[src/rtl/alu_result_buffer_pkg.sv]
// Shared widths, defaults and opcode encodings for the ALU result buffer.
package alu_result_buffer_pkg;

  localparam int DATA_W          = 16;
  localparam int INST_W          = 3;
  localparam int ENTRY_W         = DATA_W + INST_W;
  localparam int ALU_LAT_DEFAULT = 2;

  typedef enum logic [INST_W-1:0] {
    OP_ADD     = 3'd0,
    OP_SUB     = 3'd1,
    OP_MUL     = 3'd2,
    OP_AND     = 3'd3,
    OP_XOR     = 3'd4,
    OP_ABS     = 3'd5,
    OP_SUBSHL2 = 3'd6,
    OP_NOP     = 3'd7
  } alu_op_e;

  // A FIFO entry keeps the opcode in the upper bits and the raw result below.
  function automatic logic [ENTRY_W-1:0] pack_entry(input logic [INST_W-1:0] inst,
                                                    input logic [DATA_W-1:0] data);
    return {inst, data};
  endfunction

endpackage

[src/rtl/alu_result_fifo.sv]
// Synchronous FIFO of {opcode, result} entries. A push into a full FIFO is
// accepted only when a pop happens at the same edge; otherwise it is dropped
// and reported on drop_o. The head is gated to zero while empty.
module alu_result_fifo
  import alu_result_buffer_pkg::*;
#(
  parameter int DEPTH = 4
) (
  input  logic                     clk_p_i,
  input  logic                     reset_n_i,
  input  logic                     clear_i,
  input  logic                     push_i,
  input  logic [ENTRY_W-1:0]       push_entry_i,
  input  logic                     pop_i,
  output logic [ENTRY_W-1:0]       head_entry_o,
  output logic [$clog2(DEPTH):0]   count_o,
  output logic                     full_o,
  output logic                     empty_o,
  output logic                     drop_o
);

  localparam int AW = $clog2(DEPTH);
  localparam logic [AW:0] FULL_CNT = (AW+1)'(DEPTH);

  logic [AW-1:0]      wr_ptr_q, wr_ptr_d;
  logic [AW-1:0]      rd_ptr_q, rd_ptr_d;
  logic [AW:0]        count_q, count_d;
  logic [ENTRY_W-1:0] mem_q [DEPTH];
  logic               push_ok, pop_ok;

  assign full_o       = (count_q == FULL_CNT);
  assign empty_o      = (count_q == '0);
  assign count_o      = count_q;
  assign pop_ok       = pop_i && !empty_o;
  assign push_ok      = push_i && (!full_o || pop_ok);
  assign drop_o       = push_i && !push_ok;
  assign head_entry_o = empty_o ? '0 : mem_q[rd_ptr_q];

  // Next-state pointers and occupancy; clear wins over any push or pop.
  always_comb begin
    wr_ptr_d = wr_ptr_q;
    rd_ptr_d = rd_ptr_q;
    count_d  = count_q;
    if (clear_i) begin
      wr_ptr_d = '0;
      rd_ptr_d = '0;
      count_d  = '0;
    end else begin
      if (push_ok) wr_ptr_d = wr_ptr_q + 1'b1;
      if (pop_ok)  rd_ptr_d = rd_ptr_q + 1'b1;
      case ({push_ok, pop_ok})
        2'b10:   count_d = count_q + 1'b1;
        2'b01:   count_d = count_q - 1'b1;
        default: count_d = count_q;
      endcase
    end
  end

  // Pointer and occupancy registers with asynchronous reset.
  always_ff @(posedge clk_p_i or negedge reset_n_i) begin
    if (!reset_n_i) begin
      wr_ptr_q <= '0;
      rd_ptr_q <= '0;
      count_q  <= '0;
    end else begin
      wr_ptr_q <= wr_ptr_d;
      rd_ptr_q <= rd_ptr_d;
      count_q  <= count_d;
    end
  end

  // Storage is left unreset; the gated head hides stale contents.
  always_ff @(posedge clk_p_i) begin
    if (push_ok && !clear_i) mem_q[wr_ptr_q] <= push_entry_i;
  end

endmodule

[src/rtl/alu_result_buffer.sv]
// Tracks ops in flight through a fixed-latency ALU, captures each result with
// its opcode into a FIFO when it emerges, and tells upstream when to stop
// issuing so that results already committed to the ALU always find room.
module alu_result_buffer
  import alu_result_buffer_pkg::*;
#(
  parameter int DEPTH   = 4,
  parameter int ALU_LAT = ALU_LAT_DEFAULT
) (
  input  logic                   clk_p_i,
  input  logic                   reset_n_i,
  input  logic                   issue_valid_i,
  input  logic [INST_W-1:0]      issue_inst_i,
  input  logic [DATA_W-1:0]      alu_data_i,
  input  logic                   clear_i,
  input  logic                   out_ready_i,
  output logic                   out_valid_o,
  output logic [DATA_W-1:0]      out_data_o,
  output logic [INST_W-1:0]      out_inst_o,
  output logic [$clog2(DEPTH):0] count_o,
  output logic                   full_o,
  output logic                   empty_o,
  output logic                   stall_o,
  output logic                   overflow_o
);

  localparam int SUM_W = 8;

  logic [ALU_LAT:1]             valid_q, valid_d;
  logic [ALU_LAT:1][INST_W-1:0] inst_q, inst_d;
  logic                         overflow_q, overflow_d;
  logic [SUM_W-1:0]             inflight;
  logic [ENTRY_W-1:0]           head_entry;
  logic                         fifo_drop;
  logic                         pop;

  assign out_valid_o              = !empty_o;
  assign {out_inst_o, out_data_o} = head_entry;
  assign pop                      = out_valid_o && out_ready_i;
  assign overflow_o               = overflow_q;

  // Stage k holds the op issued k cycles ago; issue during stall is still tracked.
  always_comb begin
    valid_d    = valid_q;
    inst_d     = inst_q;
    valid_d[1] = issue_valid_i;
    inst_d[1]  = issue_inst_i;
    for (int k = 2; k <= ALU_LAT; k++) begin
      valid_d[k] = valid_q[k-1];
      inst_d[k]  = inst_q[k-1];
    end
    if (clear_i) valid_d = '0;
  end

  // Overflow is sticky until clear; a dropped push in the clear cycle does not count.
  always_comb begin
    overflow_d = overflow_q | fifo_drop;
    if (clear_i) overflow_d = 1'b0;
  end

  // Count committed-but-not-yet-captured results for the stall decision.
  always_comb begin
    inflight = '0;
    for (int k = 1; k <= ALU_LAT; k++) inflight = inflight + SUM_W'(valid_q[k]);
  end

  assign stall_o = (SUM_W'(count_o) + inflight) >= SUM_W'(DEPTH);

  // Tracking pipeline and overflow flag registers.
  always_ff @(posedge clk_p_i or negedge reset_n_i) begin
    if (!reset_n_i) begin
      valid_q    <= '0;
      inst_q     <= '0;
      overflow_q <= 1'b0;
    end else begin
      valid_q    <= valid_d;
      inst_q     <= inst_d;
      overflow_q <= overflow_d;
    end
  end

  alu_result_fifo #(
    .DEPTH (DEPTH)
  ) u_fifo (
    .clk_p_i      (clk_p_i),
    .reset_n_i    (reset_n_i),
    .clear_i      (clear_i),
    .push_i       (valid_q[ALU_LAT]),
    .push_entry_i (pack_entry(inst_q[ALU_LAT], alu_data_i)),
    .pop_i        (pop),
    .head_entry_o (head_entry),
    .count_o      (count_o),
    .full_o       (full_o),
    .empty_o      (empty_o),
    .drop_o       (fifo_drop)
  );

endmodule

[config.mk]
export PLATFORM = sky130hd
export DESIGN_NAME = alu_result_buffer
export DESIGN_NICKNAME = d
export VERILOG_FILES = /design/src/rtl/alu_result_buffer_pkg.sv /design/src/rtl/alu_result_fifo.sv /design/src/rtl/alu_result_buffer.sv
export SDC_FILE = /design/constraint.sdc
export NUM_CORES = 1
export LEC_CHECK = 0
export CAP_MARGIN = 20
export CORE_ASPECT_RATIO = 1.4
export CORE_MARGIN = 3
export CORE_UTILIZATION = 30
export DETAILED_ROUTE_END_ITERATION = 8
export GPL_TIMING_DRIVEN = 0
export PLACE_DENSITY_LB_ADDON = 0.08
export SLEW_MARGIN = 10
export SYNTH_ARGS = -nofsm -noshare
export SYNTH_HDL_FRONTEND = slang
export SYNTH_SLANG_ARGS = --single-unit
export TNS_END_PERCENT = 10
[constraint.sdc]
create_clock -name clk_p_i -period 2.8 [get_ports clk_p_i]
set_clock_uncertainty 0.15 [all_clocks]
set_input_delay 0.42 -clock clk_p_i [delete_from_list [all_inputs] [get_ports clk_p_i]]
set_output_delay 0.42 -clock clk_p_i [all_outputs]
set_load 0.01 [all_outputs]
==> flow_metrics.tcl, run 1 <==
set metrics [dict create \
    finalMaxSlewViolations 0 \
    ys_ff_latch 92 \
    multi_input_comb_area_um2 992 \
    worstHoldEndpoint "inst_q[5]" \
    initial_core_util_pct 31.1 \
    cp_slowest_stage_delay_ns 0.50 \
    ff2ff_path_depth 7 \
    final_cell_mix "edfxtp_1, clkdlybuf4s50_1, nor2b_1" \
    r2r_start "u_fifo.count_o[0]" \
    cap_violations 0 \
    ys_types 38 \
    dp_hpwl_mm 4.99 \
    cp-start-kind "register" \
    synth_cells 200 \
    clock_latency_ns 0.34 \
    cts.htree.levels 3 \
    outcome "complete, no violations" \
    powerDensity_mw_per_mm2 575 \
    syn-num-nets 230 \
    drt-initial-drc-count 77 \
    grt_pass1_wl_mm 11.8 \
    drtAntennaViolNets 0 \
    irDropWorstVdd_mv 0.296 \
    use_met3_pct 2.82 \
    synth_edf_count 76 \
    tightest_slew_ns 0.811 \
    post-place-ws_ns -0.0163 \
    rows 47 \
    firstDrtPassIters 4 \
    via_per_inst 4.67 \
    avgSynthCellArea_um2 18.7 \
    yosysWarnings 0 \
    crit_type "register to primary output" \
    numCtsBuffers 9 \
    antennaDiodeCount 0 \
    cts_tree "done" \
    clockBufferDepth 2 \
    syn2layout_area_growth_pct 28.8 \
    via_count 1965 \
    finalWorstSetupSlack_ns 0.113 \
    final_common_cell "edfxtp_1" \
    hp-class "register to register" \
    die_height_um 138 \
    hold_viol 0 \
    r2r-end "u_fifo.count_o[2]" \
    layout.nets 299 \
    seqCellArea_mm2 0.00268 \
    antenna_found_initial 0 \
    maxSlewHeadroom_pct 45.7 \
    fmax_ghz 0.372 \
    grt_pass1_vias 2150 \
    met2_usage_pct 18.3 \
    busiest_layer "met2" \
    rsz0062_at_grt "false" \
    gr-total-overflow 0 \
    hold_depth 0 \
    power.total_mw 2.77 \
    pin_count 51 \
    dieArea_mm2 0.0138 \
    wl_per_cell_um 17.3 \
    period_needed_ns 2.69 \
    syn_area_mm2 0.00374 \
    path_cells "buf_6, mux4_2, nor2b_1, clkdlybuf4s50_1" \
    drive_above_1_share_pct 22.6 \
    hold_path_startpoint "inst_d[5]" \
    crit_slowest_cell "mux4_2" \
    whs_ns 0.198 \
    routed_wl_mm 7.29 \
    worst_ep_arrival_time_ns 2.12 \
    routabilityCongestion 0.709 \
    fin_crit_sh_pct 96.0 \
    portBuffers 50 \
    cts_root_buf "clkbuf_16" \
    async_flop_share_pct 17.4 \
    p_leak_nw 1.62 \
    grt.total_usage_pct 11.4 \
    critPathLaunch "u_fifo.rd_ptr_q[0]" \
    synthFlopType "edfxtp_1" \
    holdBufCountCts 0 \
    setup_violations 0 \
    yosysSeqAreaShare_pct 71.8 \
    core_mm2 0.0120 \
    post-cts-setup-buffer-count 0 \
    fillers 1149 \
    cp-end-kind "primary output" \
    grt_max_degree 17 \
    drc 0 \
    critPathMaxFanout 10 \
    clock-sinks 92 \
    rrSetupSlack_ns 0.30 \
    globalRouteMet1Util_pct 14.5 \
    clk_pin_slew_worst_paths_ns 0.06 \
    die_w_um 100 \
    worstPathRequired_ns 2.23 \
]
cells in the mapped netlist (2+ instances only):
cell | number | area, um^2
a21o_1 | 2 | 15.0
a21oi_1 | 3 | 15.0
buf_2 | 7 | 35.0
buf_6 | 2 | 22.5
clkbuf_1 | 2 | 7.51
dfrtp_1 | 16 | 400
edfxtp_1 | 76 | 2280
ha_1 | 5 | 62.6
inv_1 | 3 | 11.3
mux4_2 | 19 | 428
nand2b_1 | 4 | 25.0
nand3_1 | 2 | 10.0
nor2_1 | 6 | 22.5
nor2b_1 | 22 | 138
nor3b_1 | 5 | 37.5
o2111ai_1 | 2 | 17.5
xor2_1 | 3 | 26.3
layer usage:
layer | vias up | wire length (um)
met5 | - | 0
met3 | 10 | 244
li1 | 913 | -
met4 | 0 | 150
met2 | 40 | 3740
met1 | 1002 | 3160
where the power goes:
group	switching (mW)	leakage [nW]	internal (mW)
registers	0.00868	0.892	1.50
clock network	0.493	0.129	0.596
logic	0.0768	0.600	0.0948
critical path, delay by kind of cell, from the launching register on:
family	cells	cell delay (ns)
multiplexers	1	0.50
buffers and inverters	2	0.71
flip-flops	1	0.41
AND/OR/NAND/NOR	1	0.16
final cells by class:
type | count | share of cell area (%)
Sequential cell | 92 | 55.8
Multi-Input combinational cell | 92 | 20.6
Timing Repair Buffer | 58 | 12.3
Clock buffer | 9 | 4.68
Tap cell | 147 | 3.82
Buffer | 12 | 1.64
Clock inverter | 7 | 0.884
Inverter | 4 | 0.312
flip-flops by register name, summed over array words and instances, names as in the netlist:
signal / count
u_fifo.count_o: 3
inst_q: 3
inst_d: 3
u_fifo.wr_ptr_q: 2
u_fifo.mem_q: 76
valid_q: 2
u_fifo.rd_ptr_q: 2
overflow_o: 1
worst max path at each step:
stage	endpoint	slack [ns]	depth (start not counted)
2_1_floorplan	u_fifo.mem_q[0][0]	-0.03	3
3_3_place_gp	u_fifo.mem_q[1][1]	-1.92	3
3_5_place_dp	u_fifo.mem_q[3][11]	-0.02	5
4_1_cts	out_data_o[2]	0.01	5
5_1_grt	out_data_o[0]	0.01	4
6_report	out_inst_o[0]	0.11	4
timing repair:
| item | CTS | global route |
|---|---|---|
| resized for setup | 2 | 4 |
| endpoints found under the setup margin | 10 | 20 |
| endpoints found under the hold margin | 0 | 0 |
| pin swaps | 0 | 0 |
metrics by stage:
step | utilization, % | cell area [um^2] | std cells | setup TNS (ns)
floorplan | - | 3740 | 200 | -2.33
global placement | 36.8 | 4420 | 397 | -141.05
detailed placement | 37.8 | 4530 | 405 | -0.136
CTS | 40.0 | 4800 | 421 | 0
global route | 40.1 | 4810 | 421 | 0
finish | 40.1 | 4810 | 421 | 0
cell families (layout without fill, tap and decap cells):
logic type | after synthesis | in the layout | share of synthesized area [%]
DFF | 92 | 92 | 71.8
and+or+nand+nor | 47 | 47 | 8.00
muxes | 21 | 21 | 12.0
buffers and inverters | 16 | 90 | 2.34
AOI/OAI and AO/OA | 14 | 14 | 2.68
adders and majority gates | 6 | 6 | 2.21
xor gates and xnor gates | 4 | 4 | 0.938
(Power assumes the default switching activity.)
==> run 2, diff against run 1 <==
CORE_MARGIN = unset   (was 3)
GPL_TIMING_DRIVEN = 1   (was 0)
==> flow_metrics.tcl, run 2 (synthesized netlist as in run 1, its figures left out) <==
set metrics [dict create \
    outcome "complete, no violations" \
    numPlacedInstances 400 \
    tightest_slew_ns 0.771 \
    place_area_mm2 0.00454 \
    hold_depth 0 \
    numCtsBuffers 9 \
    hold_viol 0 \
    dp_hpwl_mm 4.55 \
    powerDensity_mw_per_mm2 608 \
    post-cts-setup-buffer-count 0 \
    final_cells 416 \
    r2r-end "u_fifo.count_o[2]" \
    ff2ff_path_depth 6 \
    clockBufferDepth 2 \
    clock_latency_ns 0.34 \
    holdBufCountCts 0 \
    initial_core_util_pct 31.1 \
    rows 47 \
    p_leak_nw 1.62 \
    drive_above_1_share_pct 21.6 \
    seqCellArea_mm2 0.00268 \
    core_mm2 0.0120 \
    via_per_inst 4.66 \
    drc 0 \
    fmax_ghz 0.374 \
    r2r_start "u_fifo.count_o[1]" \
    layout.nets 294 \
    cts_tree "done" \
    worst_ep_arrival_time_ns 2.10 \
    swShare_pct 19.5 \
    grt_pass1_wl_mm 11.1 \
    finalWorstSetupSlack_ns 0.127 \
    cp-start-kind "register" \
    seq_power_share_pct 51.1 \
    cp-end-kind "primary output" \
    drtAntennaViolNets 0 \
    grt.total_usage_pct 12.1 \
    final_cell_mix "edfxtp_1, clkdlybuf4s50_1, nor2b_1" \
    ctsResizeCount 0 \
    clock-sinks 92 \
    gr-total-overflow 0 \
    wl_per_cell_um 17.0 \
    maxSlewHeadroom_pct 48.5 \
    hold_path_startpoint "inst_d[3]" \
    finalSetupTns_ns 0 \
    finish.utilization_pct 40.5 \
    grt_max_degree 20 \
    routed_wl_mm 7.07 \
    fillers 1157 \
    rrSetupSlack_ns 0.53 \
    cap_violations 0 \
    grt_pass1_vias 2042 \
    p_sw_mw 0.576 \
    antennaDiodeCount 0 \
    setup_violations 0 \
    portBuffers 50 \
    cts_root_buf "clkbuf_16" \
    syn2layout_area_growth_pct 29.9 \
    routabilityCongestion 0.700 \
    antenna_found_initial 0 \
    finalMaxSlewViolations 0 \
    top_register "u_fifo.mem_q" \
    die_w_um 96.3 \
    p_int_mw 2.37 \
    cts.htree.levels 3 \
    worstPathRequired_ns 2.23 \
    crit_type "register to primary output" \
    period_needed_ns 2.67 \
    post-place-ws_ns 0.372 \
    drt-initial-drc-count 47 \
    final_area_mm2 0.00485 \
    clk_pin_slew_worst_paths_ns 0.06 \
    critPathMaxFanout 11 \
    via_count 1940 \
    final_common_cell "edfxtp_1" \
    largest_register_ffs 76 \
    multi_input_comb_area_um2 992 \
    combPwrFrac_pct 5.7 \
    hp-class "register to register" \
    rsz0062_at_grt "false" \
    dieArea_mm2 0.0129 \
    fin_crit_sh_pct 95.5 \
    clkPwrFrac_pct 43.1 \
    die_height_um 134 \
    worstHoldEndpoint "inst_q[3]" \
    pin_count 51 \
    irDropWorstVdd_mv 0.336 \
    firstDrtPassIters 5 \
]
## run 2: layout make-up
cell class	instances	share of cell area, %
flip-flops and latches	92	55.3
multi-input cells	92	20.4
repair buffers	65	13.7
clock buffers	10	4.72
well taps	147	3.79
clock inverters	6	1.83
inverters	4	0.309
## run 2: how the worst max path moves through the flow
stage                             startpoint                  to  slack (ns)  depth (start not counted)
after floorplan            u_fifo.count_o[2]  u_fifo.mem_q[0][0]       -0.03                          3
after global placement           out_ready_i   u_fifo.count_o[2]        0.37                          7
after detailed placement         out_ready_i   u_fifo.count_o[2]        0.37                          7
after CTS                 u_fifo.rd_ptr_q[0]      out_data_o[15]        0.07                          4
after global routing      u_fifo.rd_ptr_q[0]      out_data_o[15]        0.01                          4
final                     u_fifo.rd_ptr_q[0]      out_data_o[15]        0.13                          4
## run 2: critical path, stage by stage, from the launching register on
cell and delay, ns:
dfrtp_1 0.34, buf_4 0.25, mux4_2 0.52, nor2b_1 0.16, clkdlybuf4s50_1 0.50
## run 2: per-stage QoR
stage          total power [mW]  hold WS (ns)
2_1_floorplan              1.61       -0.0256
6_report                   2.95         0.198
3_3_place_gp               1.71         0.183
5_1_grt                    3.05         0.213
3_5_place_dp               1.71         0.185
4_1_cts                    2.99         0.200
## run 2: per-layer routing
metal | GRT usage (%) | share of wire (%)
met1 | 14.5 | 41
met2 | 20.8 | 53
met3 | 2.55 | 4.2
met4 | 5.15 | 2.0
met5 | 0 | 0
## run 2: power groups by stage
stage | Sequential [mW] | Clock (mW) | Combinational [mW]
global placement | 1.54 | 0 | 0.173
CTS | 1.51 | 1.31 | 0.175
detailed placement | 1.54 | 0 | 0.174
global route | 1.51 | 1.35 | 0.186
finish | 1.51 | 1.27 | 0.169
floorplan | 1.53 | 0 | 0.0763
==> run 3, diff against run 2 <==
ABC_AREA = 1   (was unset)
==> flow_metrics.tcl, run 3 <==
set metrics [dict create \
    ff2ff_path_depth 11 \
    yosysTopAreaCell "edfxtp_1" \
    grt_max_degree 20 \
    crit_end "out_data_o[3]" \
    ys_ff_latch 92 \
    grt_pass1_vias 2534 \
    synth.top_cell.area_share_pct 61.6 \
    rsz0062_at_grt "true" \
    clock-sinks 92 \
    finalSetupTns_ns 0 \
    synth_compound_area_share_pct 9.11 \
    hold_viol 0 \
    grt_pass1_wl_mm 13.4 \
    critPathMaxFanout 6 \
    setup_violations 0 \
    syn-num-nets 340 \
    p_leak_nw 1.80 \
    cts_tree "done" \
    grt.total_usage_pct 14.5 \
    finalMaxSlewViolations 0 \
    drive_above_1_share_pct 12.7 \
    synth_edf_count 76 \
    fmax_ghz 0.375 \
    synth_fa_ha_area_share_pct 2.23 \
    pin_count 51 \
    synthSimpleGateAreaFrac_pct 11.9 \
    synthTopCellsByArea "edfxtp_1, dfrtp_1, nor2_1" \
    rrSetupSlack_ns 0.69 \
    seqCellArea_mm2 0.00268 \
    synth_top_family_by_area "simple AND/OR/NAND/NOR gates" \
    fin_crit_sh_pct 95.3 \
    r2r-end "u_fifo.count_o[2]" \
    cts.htree.levels 3 \
    yosysWarnings 0 \
    drtAntennaViolNets 0 \
    via_per_inst 4.59 \
    gr-total-overflow 0 \
    initial_core_util_pct 31.1 \
    synthXorXnorAreaFrac_pct 0.236 \
    final_common_cell "nor2_1" \
    clockBufferDepth 2 \
    portBuffers 50 \
    power.total_mw 4.21 \
    hp-class "register to register" \
    clock_latency_ns 0.33 \
    cts_root_buf "clkbuf_16" \
    period_needed_ns 2.67 \
    routed_wl_mm 8.15 \
    avgSynthCellArea_um2 12.0 \
    routabilityCongestion 0.805 \
    ys_types 23 \
    drt-initial-drc-count 58 \
    core_mm2 0.0119 \
    finish.utilization_pct 40.9 \
    wl_per_cell_um 15.3 \
    yosysSeqAreaShare_pct 72.4 \
    cp-end-kind "primary output" \
    worst_ep_arrival_time_ns 2.10 \
    clk_pin_slew_worst_paths_ns 0.06 \
    synth.most_common_cell "nor2_1" \
    antennaDiodeCount 0 \
    numPlacedInstances 512 \
    synth_cells 310 \
    final_cells 532 \
    r2r_start "u_fifo.count_o[1]" \
    dieArea_mm2 0.0128 \
    maxSlewHeadroom_pct 49.3 \
    cap_violations 0 \
    cp-start-kind "register" \
    via_count 2440 \
    hold_depth 0 \
    whs_ns 0.197 \
    die_w_um 96.0 \
    synthFlopType "edfxtp_1" \
    top_register "u_fifo.mem_q" \
    crit_type "register to primary output" \
    die_height_um 134 \
    syn2layout_area_growth_pct 31.6 \
    irDropWorstVdd_mv 0.370 \
    numCtsBuffers 9 \
    layout.nets 410 \
    dp_hpwl_mm 5.28 \
    firstDrtPassIters 4 \
    critPathLaunch "u_fifo.count_o[2]" \
    yosys-top-cells-count "nor2_1, edfxtp_1, o21ai_0, a21oi_1, inv_1" \
    drc 0 \
    fillers 1162 \
    largest_register_ffs 76 \
    powerDensity_mw_per_mm2 863 \
    holdBufCountCts 0 \
    multi_input_comb_area_um2 885 \
    outcome "complete, no violations" \
    syn_area_mm2 0.00371 \
    tightest_slew_ns 0.758 \
    worstPathRequired_ns 2.23 \
    final_cell_mix "nor2_1, edfxtp_1, clkdlybuf4s50_1" \
    antenna_found_initial 0 \
    rows 47 \
    synth.area.mux_share_pct 0 \
    async_flop_share_pct 17.4 \
]
-- run 3: cell count changes in the layout (fill, tap and decap cells not counted), moves of 15 or more --
cell,before,now
a21oi_1,3,22
nor2_1,6,80
o21ai_0,1,33
nor2b_1,22,0
mux4_2,19,0
inv_1,3,18
-- run 3: worst min-delay path by stage --
stage,startpoint,end,slack [ns]
2_1_floorplan,reset_n_i,inst_d[3],-0.03
3_3_place_gp,inst_d[4],inst_q[4],0.18
3_5_place_dp,inst_d[3],inst_q[3],0.18
4_1_cts,inst_d[3],inst_q[3],0.20
5_1_grt,inst_d[4],inst_q[4],0.21
6_report,inst_d[5],inst_q[5],0.20
-- run 3: per-stage QoR --
step           cell area, um^2  worst slack, ns
6_report                  4880            0.132
5_1_grt                   4880          -0.0220
4_1_cts                   4830           0.0492
3_5_place_dp              4500            0.368
3_3_place_gp              4500            0.381
2_1_floorplan             3710            0.513
-- run 3: repair_timing --
item / 4_1_cts / 5_1_grt
buffers inserted: 0 / 4
setup endpoints to repair: 1 / 10
gates resized for setup: 1 / 5
-- run 3: critical path, stage by stage, from the launching register on --
cell	delay [ns]
dfrtp_1	0.42
inv_1	0.12
nand2_2	0.13
clkinvlp_4	0.16
buf_4	0.17
a21oi_1	0.18
clkdlybuf4s50_1	0.58
-- run 3: kinds of logic after synthesis --
kind of cell / Yosys count
xor gates and xnor gates: 1
adders and majority gates: 6
and+or+nand+nor: 109
AOI/OAI and AO/OA: 67
buffers and inverters: 35
DFF: 92
-- run 3: cell type report --
class | count | area share (%)
Clock buffer | 11 | 4.77
Clock inverter | 5 | 2.05
Inverter | 20 | 1.67
Multi-Input combinational cell | 183 | 18.1
Sequential cell | 92 | 55.0
Tap cell | 147 | 3.77
Timing Repair Buffer | 74 | 14.6
-- run 3: metal layers --
| metal | vias to the layer above | track usage [%] | wire [um] |
|---|---|---|---|
| met5 | - | 0 | 0 |
| met1 | 1169 | 18.3 | 3640 |
| li1 | 1208 | - | - |
| met2 | 53 | 23.5 | 4070 |
| met4 | 0 | 5.97 | 135 |
| met3 | 10 | 3.37 | 309 |
-- run 3: where the power goes --
| group | switching [mW] | internal [mW] | leakage (nW) |
|---|---|---|---|
| Combinational | 0.656 | 0.640 | 0.751 |
| Sequential | 0.0400 | 1.52 | 0.887 |
| Clock | 0.480 | 0.870 | 0.163 |
| Total | 1.18 | 3.03 | 1.80 |
